$ cat config.mk
export PLATFORM = sky130hd
export DESIGN_NAME = pmt_inverse_com
export DESIGN_NICKNAME = d
export VERILOG_FILES = /design/src/rtl/pmt_inverse_com.sv
export SDC_FILE = /design/constraint.sdc
export NUM_CORES = 1
export LEC_CHECK = 0
export ABC_AREA = 1
export BUFFER_PORTS_ARGS = -buffer_cell sky130_fd_sc_hd__buf_2
export CORE_ASPECT_RATIO = 1.4
export CORE_MARGIN = 2
export CORE_UTILIZATION = 40
export DETAILED_ROUTE_END_ITERATION = 12
export PLACE_DENSITY_LB_ADDON = 0.1
export SLEW_MARGIN = 15
export SYNTH_ARGS = -nofsm -noshare
export SYNTH_HDL_FRONTEND = slang
export SYNTH_SLANG_ARGS = --single-unit
export TNS_END_PERCENT = 1
$ cat constraint.sdc
create_clock -name clk -period 1.52 [get_ports clk]
set_clock_uncertainty 0.15 [all_clocks]
set_input_delay 0.076 -clock clk [delete_from_list [all_inputs] [get_ports clk]]
set_output_delay 0.076 -clock clk [all_outputs]
set_load 0.01 [all_outputs]
$ cat src/rtl/pmt_inverse_com.sv
// Inverse pivot permutation: restores four permuted complex channels to natural order.
// Define PMT_INV_DBG_EN to expose the internal sel register on sel_dbg.
module pmt_inverse_com #(
    parameter int DATA_WIDTH    = 16,
    parameter int WIDTH_COUNTER = 2,
    parameter int FLAG_COUNTER  = 1,
    parameter int LOWER         = 0
) (
    input  logic                  clk,
    input  logic                  rst,
    input  logic                  ctrl_in,
    input  logic [DATA_WIDTH-1:0] x_a_in,
    input  logic [DATA_WIDTH-1:0] y_a_in,
    input  logic [DATA_WIDTH-1:0] x_b_in,
    input  logic [DATA_WIDTH-1:0] y_b_in,
    input  logic [DATA_WIDTH-1:0] x_c_in,
    input  logic [DATA_WIDTH-1:0] y_c_in,
    input  logic [DATA_WIDTH-1:0] x_d_in,
    input  logic [DATA_WIDTH-1:0] y_d_in,
    output logic [DATA_WIDTH-1:0] x_a_out,
    output logic [DATA_WIDTH-1:0] y_a_out,
    output logic [DATA_WIDTH-1:0] x_b_out,
    output logic [DATA_WIDTH-1:0] y_b_out,
    output logic [DATA_WIDTH-1:0] x_c_out,
    output logic [DATA_WIDTH-1:0] y_c_out,
    output logic [DATA_WIDTH-1:0] x_d_out,
    output logic [DATA_WIDTH-1:0] y_d_out,
    output logic                  ctrl_out
`ifdef PMT_INV_DBG_EN
    ,
    output logic [1:0]            sel_dbg
`endif
);

    localparam logic [1:0] SEL_00 = 2'b00;
    localparam logic [1:0] SEL_01 = 2'b01;
    localparam logic [1:0] SEL_11 = 2'b11;
    localparam logic [1:0] SEL_10 = 2'b10;

    logic [1:0]               sel_q, sel_d;
    logic                     proc_start_q, proc_start_d;
    logic [WIDTH_COUNTER-1:0] counter_q, counter_d;
    logic [1:0]               rot;
    logic [1:0]               src [4];
    logic [DATA_WIDTH-1:0]    x_in [4];
    logic [DATA_WIDTH-1:0]    y_in [4];
    logic [DATA_WIDTH-1:0]    x_q [4];
    logic [DATA_WIDTH-1:0]    y_q [4];
    logic                     ctrl_q;

    assign x_in[0] = x_a_in;
    assign x_in[1] = x_b_in;
    assign x_in[2] = x_c_in;
    assign x_in[3] = x_d_in;
    assign y_in[0] = y_a_in;
    assign y_in[1] = y_b_in;
    assign y_in[2] = y_c_in;
    assign y_in[3] = y_d_in;

    // sel walks 00->01->11->10 in lockstep with the forward permutation.
    always_comb begin
        // NOTE: every always_comb output gets a default first so no latch is inferred.
        sel_d        = sel_q;
        proc_start_d = proc_start_q | ctrl_in;
        counter_d    = ctrl_in ? '0 : counter_q + 1'b1;
        if (!proc_start_q) begin
            sel_d = SEL_00;
        end else if (FLAG_COUNTER == 0 || (&counter_q)) begin
            sel_d = {sel_q[0], ~sel_q[1]};
        end
    end

    // Output channel k takes input channel (k + rot) mod 4.
    always_comb begin
        rot = 2'd0;
        case (sel_q)
            SEL_01:  rot = (LOWER != 0) ? 2'd3 : 2'd1;
            SEL_11:  rot = 2'd2;
            SEL_10:  rot = (LOWER != 0) ? 2'd1 : 2'd3;
            default: rot = 2'd0;
        endcase
        for (int k = 0; k < 4; k++) begin
            src[k] = rot + 2'(k);
        end
    end

    always_ff @(posedge clk or negedge rst) begin
        // NOTE: sequential state uses non-blocking assignments only.
        if (!rst) begin
            sel_q        <= SEL_00;
            proc_start_q <= 1'b0;
            counter_q    <= '0;
        end else begin
            sel_q        <= sel_d;
            proc_start_q <= proc_start_d;
            counter_q    <= counter_d;
        end
    end

    always_ff @(posedge clk or negedge rst) begin
        // NOTE: data registers are reset so an aborted frame leaves nothing on the outputs.
        if (!rst) begin
            for (int k = 0; k < 4; k++) begin
                x_q[k] <= '0;
                y_q[k] <= '0;
            end
            ctrl_q <= 1'b0;
        end else begin
            for (int k = 0; k < 4; k++) begin
                x_q[k] <= x_in[src[k]];
                y_q[k] <= y_in[src[k]];
            end
            ctrl_q <= ctrl_in;
        end
    end

    assign x_a_out  = x_q[0];
    assign x_b_out  = x_q[1];
    assign x_c_out  = x_q[2];
    assign x_d_out  = x_q[3];
    assign y_a_out  = y_q[0];
    assign y_b_out  = y_q[1];
    assign y_c_out  = y_q[2];
    assign y_d_out  = y_q[3];
    assign ctrl_out = ctrl_q;

`ifdef PMT_INV_DBG_EN
    assign sel_dbg = sel_q;
`endif

endmodule

==> results.cfg <==
[yosys]
postSynth.asyncResetShare_pct = 100.0
ys_seq_area_share_pct = 49.02
yosys.area.top_type_share_pct = 49.02
syn_nets = 1148
synth_edf_count = 0
synth_top_area_cell = dfrtp_1
synth_area_leaders = dfrtp_1, nand2_1, nand3_1
synth_common_cells = nand2_1, dfrtp_1, inv_1
synth_warnings = 0
synth_most_common_cell = nand2_1
netlist_area_mm2 = 0.006840
synth_ff_type = dfrtp_1
netlist_instances = 1012
syn_area_per_cell_um2 = 6.759
synth-seq-cells = 134
synthDistinctLibCells = 12

[critical_path]
rr_endpoint = x_a_out[3]$_DFF_PN0_
critPathMaxStageDelay_ns = 0.37
path_class = reg2reg
reg2reg_from = sel_q[1]$_DFFE_PN0P_
worst_path_max_delay_cell = dfrtp_1
cp_cell_sequence = buf_4 > ha_2 > o21bai_4 > bufbuf_16 > nand2_1 > nand2_1
startpoint_type = flip-flop
reg2reg_slack_ns = -0.08
cp-endpoint = x_a_out[3]$_DFF_PN0_
critPathArrivalTime_ns = 1.81
crit_start = sel_q[1]$_DFFE_PN0P_
crit_path_end_kind = flip-flop
critPathMostFrequentCell = nand2_1
reg2regPathDepth = 6
cp.required_ns = 1.73
cp_max_fo = 18

[sta]
min_period_ns = 1.601
max_freq_ghz = 0.6248
fin_ws_ns = -0.08060
setup_viol = 128
slew_violations = 0
setup_tns_ns = -5.881
hold_viol_final = 24
relSlewSlack_pct = 74.43
grt_setup_unrepaired = true
final.period_utilization_pct = 105.3
hold_ws_ns = -0.02285
worst_slew_pin_slew_ns = 0.3836

[clocking]
cts_tree = done
cts_made_buffers = 17
clkSinkCount = 134
h-tree-depth = 4
path_clk_slew_ns = 0.06
clockBufferDepth = 2
cts_root_buf = clkbuf_16
clk_latency_ns = 0.41

[grt]
grt_max_degree = 37
grt_pass1_wl_mm = 38.16
grt_pass1_vias = 7623
grt_usage_pct = 26.90
antenna_found_initial = 0
grt_overflow = 0

[routing]
ant_nets = 0
route.vias.total = 7787
vias_per_cell = 4.780
drc = 0
drtIter0Drc = 574
wirelength_mm = 24.42
firstDrtPassIters = 5
wire_per_inst_um = 14.99

[floorplan]
die_h_um = 158.7
die_w_um = 114.5
start_util_pct = 40.85
io_pins = 260
placementRows = 56
core-area_mm2 = 0.01675
dieArea_mm2 = 0.01818

[placement]
port_buffers = 259
gp_congestion = 0.8319
dp_hpwl_mm = 15.42
place_inst = 1452

[pwr]
cellPowerDensity_mw_per_mm2 = 2526
ir_worst_vdd_mv = 1.185
p_leak_nw = 6.392

[layout]
drive_gt1_share_pct = 26.58
syn_to_final_growth_pct = 59.83
finalNonFillerCells = 1629
diodes = 0
layout.nets = 1551

[run_status]
outcome = finished with violations
violations = hold timing, setup timing

[flow_run]
max_cap_violations = 0

[worst_hold_path]
min_path_type = in2async
report_power, final:
part           internal, W  switching [W]
clock network      0.00256        0.00153
logic              0.00701         0.0105
registers          0.00550       0.000512
sequential cells by signal (all words and copies together) (netlist names):
| name | flops |
|---|---|
| x_a_out | 16 |
| x_b_out | 16 |
| x_c_out | 16 |
| x_d_out | 16 |
| y_a_out | 16 |
| y_b_out | 16 |
| y_c_out | 16 |
| y_d_out | 16 |
| counter_q | 2 |
| sel_q | 2 |
| ctrl_out | 1 |
| proc_start_q | 1 |
logic make-up (layout without fill, tap and decap cells):
| group | count (synthesis) | after routing | synth area share (%) |
|---|---|---|---|
| compound gates | 3 | 3 | 0.2561 |
| fa+ha+maj | 5 | 5 | 0.9146 |
| buf+inv | 124 | 538 | 7.591 |
| flops | 134 | 134 | 49.02 |
| simple gates | 746 | 746 | 42.22 |
cell usage in the layout, fill, tap and decap left out, types with 2 or more instances in the layout:
master         instances
nand3_1               64
buf_2                258
clkbuf_16             19
nand2_2               28
buf_6                  7
dlygate4sd3_1        130
clkbuf_8               4
buf_12                17
o21ai_0                2
dfrtp_1              134
buf_4                 16
inv_2                  2
nor2_1                 2
bufinv_16              2
ha_2                   2
clkinv_2               3
ha_4                   2
nand2_1              644
nand3_2                2
buf_16                 4
inv_1                 68
nor2_4                 3
clkinvlp_4             2
repair_timing:
item                                    in CTS  in global routing
pin swaps                                   33                  6
setup buffers                                9                  0
endpoints found under the hold margin      266                  0
gates resized for setup                     37                 21
cloned                                       5                  2
endpoints found under the setup margin     128                136
hold buffers                               131                  0
layer usage:
layer	track usage, %	vias to the layer above	share of wire [%]
met5	0	-	0
li1	-	3813	-
met3	4.847	44	6.6
met1	31.66	3620	39
met4	11.47	0	2.7
met2	47.23	310	51
cell type report:
type	instances	area, µm²
Timing Repair Buffer	437	3352
Tap cell	203	254.0
Fill cell	1441	5813
Multi-Input combinational cell	754	3119
Clock inverter	8	98.84
Inverter	71	271.5
Sequential cell	134	3353
Clock buffer	22	484.2
through the flow:
stage | util [%] | hold WS, ns | total power, W | setup slack, ns | cell area, µm²
3_3_place_gp | 51.42 | -0.1320 | 0.02094 | -0.1156 | 8611
5_1_grt | 65.29 | 0.009846 | 0.03001 | -0.1744 | 10930
4_1_cts | 64.66 | -0.02692 | 0.02723 | -0.08688 | 10830
2_1_floorplan | - | -0.3696 | 0.01582 | 0.006096 | 6903
6_report | 65.29 | -0.02285 | 0.02762 | -0.08060 | 10930
3_5_place_dp | 51.42 | -0.1306 | 0.02112 | -0.1569 | 8611
worst max-delay path: cells and delay by family (launching register included):
kind	cells	cell delay, ns
AOI/OAI and AO/OA	1	0.17
and+or+nand+nor	2	0.14
buffers and inverters	2	0.48
adders and majority gates	1	0.21
DFF	1	0.37
worst min path at each step:
stage	to	slack (ns)	start
after global routing	y_b_out[10]$_DFF_PN0_	0.01	rst
after detailed placement	y_c_out[9]$_DFF_PN0_	-0.13	rst
after floorplan	counter_q[0]$_DFF_PN0_	-0.37	rst
after global placement	y_a_out[8]$_DFF_PN0_	-0.13	rst
final	y_b_out[10]$_DFF_PN0_	-0.02	rst
after CTS	y_b_out[10]$_DFF_PN0_	-0.03	rst
(Power assumes the default switching activity.)
